File: config.mk
export PLATFORM = sky130hd
export DESIGN_NAME = instr_fetch_ctrl
export DESIGN_NICKNAME = d
export VERILOG_FILES = /design/src/rtl/instr_fetch_ctrl_pkg.sv /design/src/rtl/instr_fetch_ctrl_fifo.sv /design/src/rtl/instr_fetch_ctrl.sv
export SDC_FILE = /design/constraint.sdc
export NUM_CORES = 1
export LEC_CHECK = 0
export ABC_CLOCK_PERIOD_IN_PS = 2700
export BUFFER_PORTS_ARGS = -buffer_cell sky130_fd_sc_hd__buf_2
export CORE_MARGIN = 3
export CORE_UTILIZATION = 55
export CTS_BUF_LIST = sky130_fd_sc_hd__clkbuf_4
export CTS_CLUSTER_SIZE = 28
export DETAILED_ROUTE_END_ITERATION = 8
export GPL_TIMING_DRIVEN = 1
export PLACE_DENSITY = 0.82
export SYNTH_ARGS = -nofsm -noshare
export SYNTH_HDL_FRONTEND = slang
export SYNTH_SLANG_ARGS = --single-unit
export TNS_END_PERCENT = 5
File: constraint.sdc
create_clock -name Clk -period 2.7 [get_ports Clk]
set_clock_uncertainty 0.1 [all_clocks]
set_input_delay 0.405 -clock Clk [delete_from_list [all_inputs] [get_ports Clk]]
set_output_delay 0.405 -clock Clk [all_outputs]
set_load 0.005 [all_outputs]
File: src/rtl/instr_fetch_ctrl_pkg.sv
// Shared definitions for the instruction fetch controller: FSM encoding,
// parameter defaults, buffered-entry layout and small address helpers.
package instr_fetch_ctrl_pkg;

    typedef enum logic [2:0] {
        ST_IDLE  = 3'd0,
        ST_FETCH = 3'd1,
        ST_DRAIN = 3'd2,
        ST_HALT  = 3'd3,
        ST_FAULT = 3'd4
    } fetch_state_t;

    localparam logic [31:0] RESET_PC_DEFAULT   = 32'h0000_0000;
    localparam int unsigned IMEM_WORDS_DEFAULT = 32'd512;
    localparam int unsigned IMEM_IDX_W         = $clog2(IMEM_WORDS_DEFAULT);

    typedef struct packed {
        logic [31:0] pc;
        logic [31:0] instr;
    } fetch_entry_t;

    function automatic logic pc_in_range(input logic [31:0] pc, input int unsigned words);
        return ({2'b00, pc[31:2]} < words);
    endfunction

    function automatic logic word_aligned(input logic [31:0] addr);
        return (addr[1:0] == 2'b00);
    endfunction

endpackage

File: src/rtl/instr_fetch_ctrl_fifo.sv
// Two-entry fetch buffer built as a shift pair; slot 0 is always the head,
// so the head outputs come straight from registers.
module fetch_fifo
    import instr_fetch_ctrl_pkg::*;
(
    input  logic         clk,
    input  logic         rst_n,
    input  logic         push,
    input  logic         pop,
    input  logic         flush,
    input  fetch_entry_t push_data,
    output logic         full,
    output logic         empty,
    output logic         head_valid,
    output fetch_entry_t head_data
);

    logic         valid0_r;
    logic         valid1_r;
    fetch_entry_t slot0_r;
    fetch_entry_t slot1_r;
    logic         valid0_nx_s;
    logic         valid1_nx_s;
    fetch_entry_t slot0_nx_s;
    fetch_entry_t slot1_nx_s;
    logic         pop_s;
    logic         push_s;

    // Next buffer contents; flush overrides any simultaneous push or pop.
    always_comb begin
        valid0_nx_s = valid0_r;
        valid1_nx_s = valid1_r;
        slot0_nx_s  = slot0_r;
        slot1_nx_s  = slot1_r;
        pop_s       = pop & valid0_r;
        push_s      = push & (~valid1_r | pop_s);
        casez ({flush, pop_s, push_s})
            3'b1??: begin
                valid0_nx_s = 1'b0;
                valid1_nx_s = 1'b0;
            end
            3'b011: begin
                if (valid1_r) begin
                    slot0_nx_s = slot1_r;
                    slot1_nx_s = push_data;
                end else begin
                    slot0_nx_s  = push_data;
                    valid1_nx_s = 1'b0;
                end
                valid0_nx_s = 1'b1;
            end
            3'b010: begin
                slot0_nx_s  = slot1_r;
                valid0_nx_s = valid1_r;
                valid1_nx_s = 1'b0;
            end
            3'b001: begin
                if (valid0_r) begin
                    slot1_nx_s  = push_data;
                    valid1_nx_s = 1'b1;
                end else begin
                    slot0_nx_s  = push_data;
                    valid0_nx_s = 1'b1;
                end
            end
            default: begin
                valid0_nx_s = valid0_r;
                valid1_nx_s = valid1_r;
            end
        endcase
    end

    // Buffer storage; reset clears data so the head reads zero.
    always_ff @(posedge clk or negedge rst_n) begin
        if (!rst_n) begin
            valid0_r <= 1'b0;
            valid1_r <= 1'b0;
            slot0_r  <= '0;
            slot1_r  <= '0;
        end else begin
            valid0_r <= valid0_nx_s;
            valid1_r <= valid1_nx_s;
            slot0_r  <= slot0_nx_s;
            slot1_r  <= slot1_nx_s;
        end
    end

    assign full       = valid1_r;
    assign empty      = ~valid0_r;
    assign head_valid = valid0_r;
    assign head_data  = slot0_r;

endmodule

File: src/rtl/instr_fetch_ctrl.sv
// Instruction fetch controller: owns the PC, fetch FSM and delivery counter,
// and feeds fetched words through a two-entry buffer to the consumer.
module instr_fetch_ctrl
    import instr_fetch_ctrl_pkg::*;
#(
    parameter logic [31:0] RESET_PC   = RESET_PC_DEFAULT,
    parameter int unsigned IMEM_WORDS = IMEM_WORDS_DEFAULT
) (
    input  logic        Clk,
    input  logic        Rst,
    input  logic        Start,
    input  logic        Halt_Req,
    input  logic        Redirect,
    input  logic [31:0] Redirect_PC,
    output logic [31:0] ImemAddress,
    input  logic [31:0] ImemInstruction,
    output logic        Out_Valid,
    input  logic        Out_Ready,
    output logic [31:0] Out_Instruction,
    output logic [31:0] Out_PC,
    output logic [31:0] Fetch_Count,
    output logic        Halted,
    output logic        Fault
);

    fetch_state_t state_r;
    fetch_state_t state_nx_s;
    logic [31:0]  pc_r;
    logic [31:0]  pc_nx_s;
    logic [31:0]  count_r;
    logic         halted_r;
    logic         fault_r;

    logic         redir_live_s;
    logic         redir_bad_s;
    logic         flush_s;
    logic         pop_s;
    logic         fetch_try_s;
    logic         range_fault_s;
    logic         push_s;
    logic         fault_s;

    logic         fifo_full_s;
    logic         fifo_empty_s;
    logic         head_valid_s;
    fetch_entry_t head_data_s;
    fetch_entry_t push_entry_s;

    assign push_entry_s = '{pc: pc_r, instr: ImemInstruction};

    fetch_fifo u_fifo (
        .clk        (Clk),
        .rst_n      (Rst),
        .push       (push_s),
        .pop        (pop_s),
        .flush      (flush_s),
        .push_data  (push_entry_s),
        .full       (fifo_full_s),
        .empty      (fifo_empty_s),
        .head_valid (head_valid_s),
        .head_data  (head_data_s)
    );

    // State, PC, counter and status flag registers.
    always_ff @(posedge Clk or negedge Rst) begin
        if (!Rst) begin
            state_r  <= ST_IDLE;
            pc_r     <= RESET_PC;
            count_r  <= 32'd0;
            halted_r <= 1'b0;
            fault_r  <= 1'b0;
        end else begin
            state_r  <= state_nx_s;
            pc_r     <= pc_nx_s;
            count_r  <= pop_s ? (count_r + 32'd1) : count_r;
            halted_r <= (state_nx_s == ST_HALT);
            fault_r  <= (state_nx_s == ST_FAULT);
        end
    end

    // Next-state logic; any fault condition wins over the normal transitions.
    always_comb begin
        state_nx_s = state_r;
        if (fault_s) begin
            state_nx_s = ST_FAULT;
        end else begin
            case (state_r)
                ST_IDLE:  state_nx_s = Start ? ST_FETCH : ST_IDLE;
                ST_FETCH: state_nx_s = Halt_Req ? ST_DRAIN : ST_FETCH;
                ST_DRAIN: state_nx_s = fifo_empty_s ? ST_HALT : ST_DRAIN;
                ST_HALT:  state_nx_s = (Start & ~Halt_Req) ? ST_FETCH : ST_HALT;
                ST_FAULT: state_nx_s = ST_FAULT;
                default:  state_nx_s = ST_FAULT;
            endcase
        end
    end

    // Datapath control. A misaligned redirect is rejected outright: it faults
    // without flushing, so already-buffered words still drain to the consumer.
    always_comb begin
        redir_live_s  = Redirect & (state_r != ST_FAULT);
        redir_bad_s   = redir_live_s & ~word_aligned(Redirect_PC);
        flush_s       = redir_live_s & word_aligned(Redirect_PC);
        pop_s         = head_valid_s & Out_Ready & ~flush_s;
        fetch_try_s   = (state_r == ST_FETCH) & ~Redirect & ~Halt_Req & (~fifo_full_s | pop_s);
        range_fault_s = fetch_try_s & ~pc_in_range(pc_r, IMEM_WORDS);
        push_s        = fetch_try_s & ~range_fault_s;
        fault_s       = redir_bad_s | range_fault_s;
        if (flush_s) begin
            pc_nx_s = Redirect_PC;
        end else if (push_s) begin
            pc_nx_s = pc_r + 32'd4;
        end else begin
            pc_nx_s = pc_r;
        end
    end

    assign ImemAddress     = pc_r;
    assign Out_Valid       = head_valid_s;
    assign Out_Instruction = head_data_s.instr;
    assign Out_PC          = head_data_s.pc;
    assign Fetch_Count     = count_r;
    assign Halted          = halted_r;
    assign Fault           = fault_r;

endmodule

**Yosys cells after proc, flatten, opt, wreduce, memory -nomap -nowiden**

Cells that the tools add are included.

- Reductions and logical operators: 12
- Multiplexer cells: 18
- Div/mod/pow operators: 0
- Equal/unequal tests: 12
- Multipliers: 0
- Magnitude comparators: 1
- Add/subtract/negate cells: 2
- Shift-type cells: 0
- Bitwise gates (word level): 23

Operators by type and width:

| cell | count |
|---|---|
| two-way mux 64 bit | 4 |
| one-hot mux 64 bit (3 select lines) | 1 |
| one-hot mux 64 bit (2 select lines) | 1 |
| two-way mux 32 bit | 2 |
| adder 32 x 1 -> 32 bit (second input constant) | 1 |
| adder 32 x 3 -> 32 bit (second input constant) | 1 |
| < comparator 30 x 10 -> 1 bit (second input constant) | 1 |
| equality test 3 x 2 -> 1 bit (second input constant) | 5 |
| bitwise AND 1 bit | 13 |
| one-hot mux 3 bit (4 select lines) | 1 |
| nonzero test 3 bit | 3 |
| inverter 1 bit | 7 |
| equality test 3 x 1 -> 1 bit (second input constant) | 2 |
| one-hot mux 1 bit (3 select lines) | 2 |
| two-way mux 1 bit | 4 |
| two-way mux 2 bit | 2 |
| inequality test 2 x 1 -> 1 bit (second input constant) | 2 |
| AND reduction 2 bit | 2 |
| nonzero test 2 bit | 2 |
| OR reduction 2 bit | 2 |
| equality test 3 bit (second input constant) | 1 |
| logical NOT 3 bit | 1 |
| two-way mux 3 bit | 1 |
| inequality test 3 bit (second input constant) | 1 |
| other kinds (4) | 6 |

- Register bits after elaboration: 199
- RAM bits: 0
- Output and inout bits: 131
- Word-level logic and storage cells: 79
- Memories kept: 0
- ROM bits: 0
- Bits of input ports: 70
- Bits in latches: 0

**Depth between registers and ports, before layout**

Gate-level depths: netlist (run 1).

- Depth in word-level cells: 15
- Gate-level depth with buffers: 7
- Depth with buffers taken out: 6

**Hierarchy**

A second synthesis (run 1) with hierarchy kept.

- Cell total of the unflattened synthesis: 984
- Area total of the unflattened synthesis: 9935.8 µm²

By module, submodules not included:

| module | sequential area each (µm²) | cells an instance | times used | area each (µm²) |
|---|---|---|---|---|
| fetch_fifo | 3253.1 | 658 | 1 | 6751.5 |
| instr_fetch_ctrl | 1726.7 | 326 | 1 | 3184.3 |

**Worst setup path after synthesis (run 1)**

Ideal clock, no wire load.

- Path kind: flip-flop to flip-flop
- Start point: register pc_r[30] (netlist: ImemAddress[30])
- End point: register pc_r[10] (netlist: ImemAddress[10])
- Stages on the path, launching flop included: 7
- Path slack: 0.406 ns
- Clock period less this slack: 2.294 ns
- Library setup time: 0.082 ns
- Required time: 2.518 ns
- Buffers on the path: 1
- Data arrival time: 2.113 ns
- Cell sequence: dfrtp_1 -> nor4_1 -> nand4b_2 -> or3_1 -> buf_2 -> or4_1 -> a31oi_1

- Longest elaborated chain between the ends: 6

RTL lines:

| what | RTL line | source |
|---|---|---|
| start, declared | instr_fetch_ctrl.sv:28 | `logic [31:0] pc_r;` |
| start signal, assigned | instr_fetch_ctrl.sv:74 | `pc_r <= pc_nx_s;` |
| < comparator 30 x 10 -> 1 bit | instr_fetch_ctrl_pkg.sv:23 | `return ({2'b00, pc[31:2]} < words);` |
| inverter 1 bit | instr_fetch_ctrl.sv:106 | `range_fault_s = fetch_try_s & ~pc_in_range(pc_r, IMEM_WORDS);` |
| bitwise AND 1 bit | instr_fetch_ctrl.sv:106 |  |
| inverter 1 bit | instr_fetch_ctrl.sv:107 | `push_s = fetch_try_s & ~range_fault_s;` |
| bitwise AND 1 bit | instr_fetch_ctrl.sv:107 |  |
| nonzero test 2 bit (no source line) | - |  |

Every way passes these cells.
A chain may end at the register's enable or synchronous reset.

**Final worst setup path (run 1)**

- Start point: register pc_r[27] (netlist: ImemAddress[27])
- End point: register u_fifo.slot1_r[20] (netlist name)

- Longest elaborated chain between the ends: 9
- Elaborated cells on any way between the ends: 13
- Those cells by class: order compare: 1; eq/ne: 4; mux: 1; bitwise: 5; reduce/logical: 2

RTL lines:

| what | RTL line | source |
|---|---|---|
| < comparator 30 x 10 -> 1 bit * | instr_fetch_ctrl_pkg.sv:23 |  |
| inverter 1 bit * | instr_fetch_ctrl.sv:106 |  |
| bitwise AND 1 bit * | instr_fetch_ctrl.sv:106 |  |
| inverter 1 bit * | instr_fetch_ctrl.sv:107 |  |
| bitwise AND 1 bit * | instr_fetch_ctrl.sv:107 |  |
| bitwise AND 1 bit * | instr_fetch_ctrl_fifo.sv:36 | `push_s = push & (~valid1_r \| pop_s);` |
| equality test 3 x 1 -> 1 bit / equality test 3 x 2 -> 1 bit (equally long branches) | instr_fetch_ctrl_fifo.sv:37 | `casez ({flush, pop_s, push_s})` |
| inequality test 2 x 1 -> 1 bit (no source line) / nonzero test 2 bit (equally long branches) | - |  |
| AND reduction 3 bit (no source line) | - |  |
| end signal, assigned | instr_fetch_ctrl_fifo.sv:84 | `slot1_r <= slot1_nx_s;` |
| end, declared | instr_fetch_ctrl_fifo.sv:21 | `fetch_entry_t slot1_r;` |

Mark *: on every way between the ends. The rest lies on a longest branch, timed or not.

==> key figures, run 1 <==
Power
  – Cell area power density: 496 mW/mm^2
  – Static Leakage: 5.45 nW
  – Worst VDD drop: 0.465 mV

Finish
  – Final #Nets: 1055
  – Filler cells: 989
  – Synth-to-Final Area Change: 27.7%
  – Layout cells sized above 1: 0.310

Routing
  – Final wirelength: 20.7 mm
  – Wire length per cell: 17.5 um
  – DR WL met2: 10.3 mm
  – Routed met1 length: 8.64 mm
  – First-pass DRT Iterations: 5
  – Drt drc: 0
  – Vias per inst: 5.66
  – Via Count: 6703
  – Antenna Nets Post-Route: 0
  – DR iter-0 viols: 359
  – Top sig layer: met4
  – Met3 WL: 1.30 mm

Floorplanning
  – Chip height: 128 um
  – I/O pin count: 201
  – Initial core utilization: 0.565
  – Die X: 128 um
  – Die area: 0.0165 sq mm
  – Area of the core: 0.0146 sq mm
  – Standard-cell rows: 44

Worst setup path
  – Worst path required time: 3.09 ns
  – CP Cell Sequence: nor4_1 -> and4_1 -> o211ai_1 -> nor3_4 -> buf_12 -> mux2_2
  – CP peak stage delay: 0.43 ns
  – R2r worst-path depth: 6
  – Worst setup EP type: flop
  – Reg2reg end: u_fifo.slot1_r[20]
  – Flop2flop setup slack: 0.24 ns
  – Worst path top cell family by delay: simple AND/OR/NAND/NOR gates
  – RR Startpoint: ImemAddress[27]
  – Startpoint types: flop
  – Critical Path AT: 2.85 ns
  – Slowest-stage cell, CP: dfrtp_1
  – Critical path class: reg -> reg
  – Worst Path Max Fanout: 64
  – WP buf/inv: 1

Global routing
  – Total gr overflow: 0
  – Antenna violations before repair: 1
  – Vias in the first global route: 6622
  – Total GRT Usage: 0.254
  – Largest net degree at the start of global routing: 77
  – Global-route wire length before repair: 33.4 mm

Min path
  – Worst Hold Class: in -> reg
  – Hold EP: Fault
  – Hold_sp: Redirect_PC[0]
  – Hold Crit Depth: 3

Yosys
  – Number of flops mapped to enable cells by yosys: 0
  – Largest family of logic cells by synthesized area: simple AND/OR/NAND/NOR gates
  – Adder-cell share of the synthesized area: 0.00304
  – Synth Area per Inst: 11.4 sq um
  – Count of state elements after synthesis: 199
  – Async SR Flop Fraction: 1.00
  – Mapped Nets: 792
  – Simple-gate share of the synthesized area: 0.132
  – Post-synthesis sequential area ratio: 0.604
  – Post-synthesis xor/xnor area fraction: 0.0340
  – Largest cells by area after synthesis: dfrtp_1, mux2_2, o32ai_1
  – Yosys top cell by area: dfrtp_1
  – Netlist Area Pre-Place: 0.00824 sq mm
  – Compound-Gate Fraction of Synth Area: 0.121
  – Cells after Synth: 720
  – Post-synthesis cell type count: 49
  – Post-synthesis mux area share: 0.0624
  – Area share of the leading cell type in the synthesized netlist: 0.604
  – Synth Flop Type: dfrtp_1
  – Yosys warns: 0

Place
  – Final GP Congestion: 0.820
  – Post-detail-place hpwl: 12.7 mm
  – Port Buffer Count: 200

Clock network
  – Clk root buf: clkbuf_4
  – Num CTS Buffers: 17
  – Clk slew on worst S/H paths: 0.17 ns
  – Clk sinks: 199
  – Max H-tree Level: 4
  – Number of post-CTS setup repair buffers: 0
  – Clock Latency Late Sink: 0.60 ns
  – CTS tree: done
  – Clock Tree Buf Depth: 2

STA
  – RSZ-0062 raised after global routing: no
  – Setup_tns: 0 ns
  – Slew margin rel.: 0.489
  – FMAX: 406 MHz
  – Period utilisation layout: 0.912
  – Hold WS: 0.0700 ns
  – Setup violators final: 0
  – Min cycle time layout: 2.46 ns
  – Endpoints failing hold: 0
  – Slew Limit Fails: 0
  – Worst slew pin tran: 0.756 ns

Job
  – Max Cap Viol: 0

Run status
  – Status: complete, no violations
worst register-to-register path: stages (launching register included):
cell and delay [ns]:
dfrtp_1 0.43, nor4_1 0.36, and4_1 0.37, o211ai_1 0.17, nor3_4 0.18, buf_12 0.31
mux2_2 0.45
state kept, by name, indices dropped and copies added (netlist names):
name	count
u_fifo.head_data	64
u_fifo.slot1_r	64
Fetch_Count	32
ImemAddress	32
state_r	3
Fault	1
Halted	1
u_fifo.full	1
u_fifo.head_valid	1
synth_stat cells (all sizes together), types with 19 or more instances:
| master | count |
|---|---|
| a21oi | 51 |
| a22o | 22 |
| clkbuf | 30 |
| dfrtp | 199 |
| inv | 50 |
| mux2 | 43 |
| nand2 | 81 |
| nand3 | 28 |
| nor2 | 19 |
| nor2b | 21 |
| o32ai | 43 |
| xnor2 | 28 |
report_power, final:
part           switching, W  internal [W]  leakage (nW)
combinational      0.000234      0.000230          2.64
sequential        0.0000638       0.00308          2.65
clock               0.00110      0.000515         0.158
cell type report:
type	instances	area, sq um	area share
diodes	4	10.0	0.000951
clock buffers	18	135	0.0128
clock inverters	14	158	0.0150
inverters	51	191	0.0182
multi-input cells	430	2950	0.280
flip-flops and latches	199	4980	0.473
well taps	184	230	0.0219
repair buffers	284	1870	0.178
cells in the final DEF, fill, tap and decap left out, types with 4 or more instances in the layout:
cell type	count
o32ai_1	43
inv_6	6
buf_2	199
buf_12	6
and2_1	9
nor2_1	18
mux2_2	43
a21oi_1	50
and3_1	8
nor4_1	7
nor2b_1	21
xor2_1	4
o21ai_0	6
dfrtp_1	199
diode_2	4
and4_1	4
clkbuf_4	18
a31oi_1	4
inv_1	50
nand4_1	13
a22o_1	22
dlygate4sd3_1	63
nand3_1	28
buf_4	15
nand2_1	81
xnor2_1	28
layer usage:
layer	global-route usage	vias to the layer above
li1	-	3081
met1	0.337	3316
met2	0.403	261
met3	0.0635	45
met4	0.104	0
met5	0	-
worst max-delay path by stage:
stage	start	end	slack, ns	cells after the start
after floorplan	ImemAddress[30]	ImemAddress[10]	0.41	6
final	ImemAddress[27]	u_fifo.slot1_r[20]	0.24	6
after detailed placement	Redirect	u_fifo.slot1_r[20]	0.20	7
after CTS	ImemAddress[27]	u_fifo.slot1_r[20]	0.21	6
after global placement	Redirect	u_fifo.slot1_r[2]	0.24	7
after global routing	ImemAddress[22]	u_fifo.slot1_r[20]	0.11	6
kinds of logic after synthesis:
| family | Yosys count |
|---|---|
| AO/OA/AOI/OAI | 141 |
| multiplexers | 46 |
| adder cells (fa/ha/maj) | 2 |
| buffers and inverters | 91 |
| AND/OR/NAND/NOR | 209 |
| flip-flops | 199 |
| XOR/XNOR | 32 |
through the flow:
step | util | setup WS, ns | instances | cell area (sq um) | total power, W
CTS | 0.721 | 0.210 | 1180 | 10500 | 0.00525
global route | 0.721 | 0.112 | 1182 | 10500 | 0.00545
floorplan | - | 0.406 | 720 | 8240 | 0.00331
global placement | 0.658 | 0.243 | 1085 | 9600 | 0.00357
detailed placement | 0.658 | 0.202 | 1085 | 9600 | 0.00359
finish | 0.722 | 0.237 | 1184 | 10500 | 0.00522
repair_timing:
item                                    CTS  global route
hold buffers                             63             0
gates resized for setup                   0             0
endpoints found under the setup margin    0             0
hold endpoints to repair                165             0
Power figures use the tool's default switching activity.
==> run 2: changes to the inputs <==
--- a/config.mk
+++ b/config.mk
@@ -8,12 +8,12 @@
 export ABC_CLOCK_PERIOD_IN_PS = 2700
 export BUFFER_PORTS_ARGS = -buffer_cell sky130_fd_sc_hd__buf_2
 export CORE_MARGIN = 3
-export CORE_UTILIZATION = 55
-export CTS_BUF_LIST = sky130_fd_sc_hd__clkbuf_4
+export CORE_UTILIZATION = 45
+export CTS_BUF_LIST = sky130_fd_sc_hd__clkbuf_2 sky130_fd_sc_hd__clkbuf_4 sky130_fd_sc_hd__clkbuf_8
 export CTS_CLUSTER_SIZE = 28
 export DETAILED_ROUTE_END_ITERATION = 8
 export GPL_TIMING_DRIVEN = 1
-export PLACE_DENSITY = 0.82
+export PLACE_DENSITY = 0.69
 export SYNTH_ARGS = -nofsm -noshare
 export SYNTH_HDL_FRONTEND = slang
 export SYNTH_SLANG_ARGS = --single-unit
==> run 2 against run 1 <==
Effect of this change:
- sequential cell count unchanged
- critical endpoint is now u_fifo.head_data[9]
- die area up 21%
- clock-buffer cell count up 5
- worst hold slack worse by 0.030 ns
- sequential share of layout area up 2.1 points
==> key figures, run 2 (synthesis results as in run 1) <==
Finish
  – Final #Nets: 993 (-5.9%)
  – Non-filler cells, final: 1159 (-2.1%)
  – Layout cells sized above 1: 0.334 (+0.0238)
  – Diodes inserted: 0 (-4)
  – Post-route cell area: 0.0101 sq mm (-4.2%)
  – Most frequent cells in the layout: dfrtp_1, buf_2, nand2_1
  – Synth-to-Final Area Change: 22.4%

Place
  – Post-detail-place hpwl: 13.2 mm (+3.9%)
  – Post-DP Area: 0.00965 sq mm (+0.56%)
  – Port Buffer Count: 200 (unchanged)
  – Place WS: 0.0940 ns (-0.108 ns)
  – DP Cell Count: 1126 (+3.8%)
  – Final GP Congestion: 0.799 (-2.5%)

Global routing
  – Total gr overflow: 0 (unchanged)
  – Vias in the first global route: 6142 (-7.2%)
  – Antenna violations before repair: 0 (-1)
  – Global-route wire length before repair: 32.7 mm (-1.9%)
  – Largest net degree at the start of global routing: 77 (unchanged)
  – Total GRT Usage: 0.203 (-0.0506)

Floorplanning
  – Chip height: 141 um (+10%)
  – I/O pin count: 201 (unchanged)
  – Standard-cell rows: 48 (+9.1%)
  – Initial core utilization: 0.468 (-0.0966)
  – Die X: 141 um (+10%)
  – Die area: 0.0200 sq mm (+21%)
  – Area of the core: 0.0176 sq mm (+21%)

STA
  – Setup ws final: 0.167 ns (-0.0700 ns)
  – Period utilisation layout: 0.938 (+0.0259)
  – Endpoints failing hold: 0 (unchanged)
  – Worst slew pin tran: 0.964 ns (+0.208 ns)
  – Setup_tns: 0 ns (unchanged)
  – Slew margin rel.: 0.356 (-0.134)
  – Slew Limit Fails: 0 (unchanged)
  – Min cycle time layout: 2.53 ns (+0.0700 ns)
  – FMAX: 395 MHz (-2.8%)
  – RSZ-0062 raised after global routing: no
  – Setup violators final: 0 (unchanged)

Run status
  – Status: complete, no violations

Routing
  – DR iter-0 viols: 337 (-6.1%)
  – Wire length per cell: 17.0 um (-3.2%)
  – First-pass DRT Iterations: 4 (-1)
  – Vias per inst: 5.36 (-5.4%)
  – Antenna Nets Post-Route: 0 (unchanged)
  – Drt drc: 0 (unchanged)
  – Final wirelength: 19.7 mm (-5.2%)
  – Via Count: 6209 (-7.4%)

Worst setup path
  – R2r worst-path depth: 7 (+1)
  – RR Startpoint: state_r[1]
  – Startpoint types: flop
  – Worst path required time: 2.93 ns (-0.16 ns)
  – Worst Path Max Fanout: 42 (-34%)
  – Flop2flop setup slack: 0.17 ns (-0.07 ns)
  – Reg2reg end: u_fifo.head_data[9]
  – Worst setup EP type: flop
  – Critical Path AT: 2.76 ns (-0.09 ns)
  – Critical path class: reg -> reg

Clock network
  – Clk root buf: clkbuf_8
  – Clk sinks: 199 (unchanged)
  – Num CTS Buffers: 17 (unchanged)
  – Max H-tree Level: 4 (unchanged)
  – Clk slew on worst S/H paths: 0.09 ns (-0.08 ns)
  – Clock Tree Buf Depth: 2 (unchanged)
  – CTS tree: done
  – Clock Latency Late Sink: 0.45 ns (-0.15 ns)

Power
  – Tot Pwr: 0.00548 W (+5.0%)
  – Static Leakage: 5.25 nW (-3.7%)
  – Cell area power density: 544 mW/mm^2 (+9.6%)
  – Worst VDD drop: 0.392 mV (-16%)

Job
  – Max Cap Viol: 0 (unchanged)

Min path
  – Hold EP: ImemAddress[13]
  – Hold_sp: Redirect_PC[13]
  – Worst Hold Class: in -> reg
  – Hold Crit Depth: 3 (unchanged)
## run 2: area by class of cell
cell class | instances | area [sq um]
inverter | 51 | 191
clock buffer | 23 | 298
sequential | 199 | 4980
clock inverter | 9 | 116
fill | 1494 | 7510
tap | 225 | 282
multi-input combinational | 430 | 2970
timing repair buffer | 222 | 1250
## run 2: metal layers
metal / vias to the layer above / track usage / wire (um)
met1: 3051 / 0.291 / 9110
li1: 2953 / - / -
met4: 0 / 0.0515 / 265
met5: - / 0 / 0
met3: 20 / 0.0442 / 1020
met2: 185 / 0.318 / 9270
## run 2: report_power, final
part | internal (W) | total, W | leakage (nW) | switching (W)
registers | 0.00308 | 0.00314 | 2.65 | 0.0000664
logic | 0.000177 | 0.000386 | 2.38 | 0.000208
clock network | 0.000941 | 0.00195 | 0.217 | 0.00101
## run 2: critical path, stage by stage, from the launching register on
cell	delay, ns
dfrtp_1	0.46
or3b_2	0.53
a21boi_1	0.28
buf_4	0.27
o2111ai_4	0.11
buf_4	0.31
o32ai_1	0.25
a21oi_1	0.09
## run 2: stage by stage
step	utilization	hold WS, ns
6_report	0.573	0.0405
5_1_grt	0.573	0.00652
4_1_cts	0.572	0.00435
3_5_place_dp	0.548	0.365
3_3_place_gp	0.548	0.358
2_1_floorplan	-	0.00941
## run 2: how the worst max path moves through the flow
stage                    startpoint                    to  slack, ns  cells after the start
finish                   state_r[1]   u_fifo.head_data[9]       0.17                      7
global route             state_r[0]  u_fifo.head_data[42]     0.0006                      7
CTS                 ImemAddress[30]     u_fifo.slot1_r[3]       0.09                      6
detailed placement  ImemAddress[30]     u_fifo.slot1_r[3]       0.09                      6
global placement    ImemAddress[19]  u_fifo.head_data[51]       0.13                      7
floorplan           ImemAddress[30]       ImemAddress[10]       0.41                      6
## run 2: repair_timing
action | in CTS | in global routing
hold buffers | 1 | 0
gates resized for setup | 0 | 2
endpoints found under the setup margin | 0 | 96
endpoints found under the hold margin | 71 | 0
buffers inserted | 0 | 0
==> run 3: changes to the inputs <==
--- a/config.mk
+++ b/config.mk
@@ -5,6 +5,7 @@
 export SDC_FILE = /design/constraint.sdc
 export NUM_CORES = 1
 export LEC_CHECK = 0
+export ABC_AREA = 1
 export ABC_CLOCK_PERIOD_IN_PS = 2700
 export BUFFER_PORTS_ARGS = -buffer_cell sky130_fd_sc_hd__buf_2
 export CORE_MARGIN = 3
@@ -13,7 +14,7 @@
 export CTS_CLUSTER_SIZE = 28
 export DETAILED_ROUTE_END_ITERATION = 8
 export GPL_TIMING_DRIVEN = 1
-export PLACE_DENSITY = 0.69
+export PLACE_DENSITY = 0.67
 export SYNTH_ARGS = -nofsm -noshare
 export SYNTH_HDL_FRONTEND = slang
 export SYNTH_SLANG_ARGS = --single-unit
==> run 3 against run 2 <==
Effect of this change:
- first-iteration DRC count is 110% higher
- critical path type unchanged
- non-clock buffer count is 9 higher
- clock-buffer cell count is 1 lower
- maximum frequency is 1.1% higher
- global-route usage is 3.6 points higher
- core utilization is 3.1 points lower
- wire length is 47% higher
- critical path depth is 3 higher
- setup slack better by 0.027 ns
- worst hold slack worse by 0.0032 ns
- register-to-register slack better by 0.03 ns
- sequential cell count stayed put
- highest routed layer is now met5
==> key figures, run 3 <==
STA
  – Endpoints failing hold: 0 (unchanged)
  – FMAX: 399 MHz (+1.1%)
  – Slew margin rel.: 0.481 (+0.125)
  – Period utilisation layout: 0.928 (-0.0101)
  – Min cycle time layout: 2.51 ns (-0.0273 ns)
  – Setup_tns: 0 ns (unchanged)
  – Worst slew pin tran: 0.778 ns (-0.186 ns)
  – Slew Limit Fails: 0 (unchanged)
  – Setup violators final: 0 (unchanged)
  – RSZ-0062 raised after global routing: no

Global routing
  – Total GRT Usage: 0.239 (+0.0360)
  – Met1 usage in global routing: 0.314 (+0.0226)
  – Total gr overflow: 0 (unchanged)
  – Met3 Resource Use GR: 0.0575 (+0.0134)
  – Antenna violations before repair: 4 (+4)
  – Grt peak-use layer: met2
  – Global-route wire length before repair: 47.9 mm (+46%)
  – Vias in the first global route: 9524 (+55%)
  – Met2 usage: 0.399 (+0.0819)
  – Largest net degree at the start of global routing: 81 (+5.2%)

Yosys
  – Simple-gate share of the synthesized area: 0.321 (+0.189)
  – Most common cell in the netlist: nand2_1
  – Largest family of logic cells by synthesized area: simple AND/OR/NAND/NOR gates
  – Adder-cell share of the synthesized area: 0.00244 (-0.000591)
  – Post-synthesis mux area share: 0 (-0.0624)
  – Largest cells by area after synthesis: dfrtp_1, nand2_1, nor2_1
  – Yosys top cell by area: dfrtp_1
  – Synth Flop Type: dfrtp_1
  – Cells after Synth: 1370 (+90%)
  – Post-synthesis xor/xnor area fraction: 0.0308 (-0.00320)
  – Async SR Flop Fraction: 1.00 (unchanged)
  – Number of flops mapped to enable cells by yosys: 0 (unchanged)
  – Post-synthesis cell type count: 29 (-41%)
  – Netlist Area Pre-Place: 0.0102 sq mm (+24%)
  – Area share of the leading cell type in the synthesized netlist: 0.486 (-0.118)
  – Synth cell count leaders: nand2_1, nor2_1, dfrtp_1
  – Yosys warns: 0 (unchanged)
  – Synth Area per Inst: 7.47 sq um (-35%)
  – Count of state elements after synthesis: 199 (unchanged)
  – Compound-Gate Fraction of Synth Area: 0.0759 (-0.0448)
  – Post-synthesis sequential area ratio: 0.486 (-0.118)
  – Mapped Nets: 1442 (+82%)

Floorplanning
  – Initial core utilization: 0.463 (-0.00507)
  – I/O pin count: 201 (unchanged)
  – Area of the core: 0.0221 sq mm (+26%)
  – Standard-cell rows: 54 (+13%)
  – Chip height: 157 um (+11%)
  – Die area: 0.0246 sq mm (+23%)
  – Die X: 157 um (+11%)

Min path
  – Worst Hold Class: in -> reg
  – Hold Crit Depth: 3 (unchanged)
  – Hold EP: ImemAddress[29]
  – Hold_sp: Redirect_PC[29]

Clock network
  – Max H-tree Level: 4 (unchanged)
  – Number of post-CTS setup repair buffers: 0 (unchanged)
  – Clock Latency Late Sink: 0.47 ns (+0.02 ns)
  – Clk root buf: clkbuf_8
  – CTS tree: done
  – Clock Tree Buf Depth: 2 (unchanged)
  – Num CTS Buffers: 17 (unchanged)
  – Clk slew on worst S/H paths: 0.10 ns (about the same)
  – Clk sinks: 199 (unchanged)

Worst setup path
  – Worst Path Max Fanout: 80 (+90%)
  – Worst path required time: 2.92 ns (about the same)
  – WP buf/inv: 1 (-1)
  – Critical Path AT: 2.73 ns (-0.03 ns)
  – R2r worst-path depth: 10 (+3)
  – Slowest-stage cell, CP: dfrtp_1
  – Reg2reg end: u_fifo.slot1_r[19]
  – RR Startpoint: ImemAddress[20]
  – Critical path class: reg -> reg
  – Worst setup EP type: flop
  – Startpoint types: flop
  – CP peak stage delay: 0.43 ns (-0.10 ns)
  – Crit path top cell by count: nand2_1
  – Worst path top cell family by delay: simple AND/OR/NAND/NOR gates
  – CP Cell Sequence: nor2_1 -> nand2_1 -> nor2_1 -> nand2_1 -> nor2_4 -> nand3_4 -> or2_2 -> buf_4 -> nand2_1 -> o21ai_1
  – Flop2flop setup slack: 0.19 ns (+0.03 ns)

Place
  – Final GP Congestion: 0.851 (+6.5%)
  – Post-detail-place hpwl: 19.7 mm (+49%)
  – DP Cell Count: 1797 (+60%)
  – Port Buffer Count: 200 (unchanged)
  – Post-DP Area: 0.0115 sq mm (+20%)

Finish
  – Post-route cell area: 0.0120 sq mm (+19%)
  – Layout cells sized above 1: 0.178 (-0.156)
  – Synth-to-Final Area Change: 16.9%
  – Most common cell after layout, fill and taps aside: nand2_1
  – Most frequent cells in the layout: nand2_1, nor2_1, dfrtp_1, buf_2, nand3_1
  – Final #Nets: 1609 (+62%)
  – Diodes inserted: 0 (unchanged)
  – Non-filler cells, final: 1829 (+58%)

Routing
  – Wire length per cell: 15.8 um (-7.0%)
  – Drt drc: 0 (unchanged)
  – Vias per inst: 5.26 (-1.7%)
  – Via Count: 9629 (+55%)
  – First-pass DRT Iterations: 5 (+1)
  – Final wirelength: 28.9 mm (+47%)
  – Antenna Nets Post-Route: 0 (unchanged)
  – DR iter-0 viols: 701 (+110%)

Power
  – Static Leakage: 6.14 nW (+17%)
  – Cell area power density: 437 mW/mm^2 (-20%)
  – Tot Pwr: 0.00523 W (-4.5%)
  – Worst VDD drop: 0.275 mV (-30%)

Run status
  – Status: complete, no violations

Job
  – Max Cap Viol: 0 (unchanged)
==> run 3: changes by cell type in the layout (fill, tap and decap cells not counted), moves of 42 or more <==
cell / change
a21oi_1: -50
inv_1: +71
mux2_2: -43
nand2_1: +221
nand3_1: +128
nor2_1: +225
o21ai_0: +85
o21ai_1: +42
o32ai_1: -43
==> run 3: how the worst max path moves through the flow <==
stage               startpoint                   to  slack (ns)  cells past startpoint
6_report       ImemAddress[20]   u_fifo.slot1_r[19]        0.19                     10
4_1_cts             state_r[2]  u_fifo.head_data[5]        0.18                     11
5_1_grt        ImemAddress[26]   u_fifo.slot1_r[14]        0.01                     10
2_1_floorplan   Redirect_PC[0]   u_fifo.slot1_r[44]        0.80                     12
3_5_place_dp        state_r[2]  u_fifo.head_data[5]        0.22                     11
3_3_place_gp        state_r[2]  u_fifo.head_data[5]        0.27                     11
==> run 3: repair_timing <==
item	in CTS	in global routing
endpoints found under the hold margin	61	0
endpoints found under the setup margin	0	1
hold buffers	1	0
resized for setup	0	1
==> run 3: layer usage <==
metal | share of wire | up-vias
li1 | - | 4721
met1 | 0.44 | 4558
met2 | 0.48 | 298
met3 | 0.064 | 44
met4 | 0.017 | 8
met5 | 0.0017 | -
==> run 3: report_power, final <==
part           total, W  switching [W]  leakage (nW)  internal [W]
registers       0.00301      0.0000157          2.48       0.00299
logic          0.000249       0.000156          3.45     0.0000933
clock network   0.00198        0.00106         0.209      0.000913
total           0.00523        0.00124          6.14       0.00400
==> run 3: logic make-up after synthesis <==
family | after synthesis
adder cells (fa/ha/maj) | 2
buffers and inverters | 210
XOR/XNOR | 36
flip-flops | 199
AND/OR/NAND/NOR | 777
AO/OA/AOI/OAI | 146
==> run 3: final cells by class <==
class	count	area (sq um)
clock buffers	22	284
clock inverters	9	118
fillers	2188	10100
inverters	127	477
multi-input cells	961	4440
flip-flops and latches	199	4980
well taps	280	350
repair buffers	231	1320
==> run 3: tightest hold or removal path: stages <==
cell and delay (ns):
buf_2 0.07, nand2_1 0.04, o21ai_0 0.05
==> run 3: stage by stage <==
step | hold WS (ns) | utilization | worst slack [ns]
after CTS | 0.0131 | 0.541 | 0.181
after global routing | 0.0273 | 0.542 | 0.0133
final | 0.0373 | 0.542 | 0.194
after global placement | 0.339 | 0.523 | 0.271
after floorplan | 0.00941 | - | 0.799
after detailed placement | 0.331 | 0.523 | 0.215
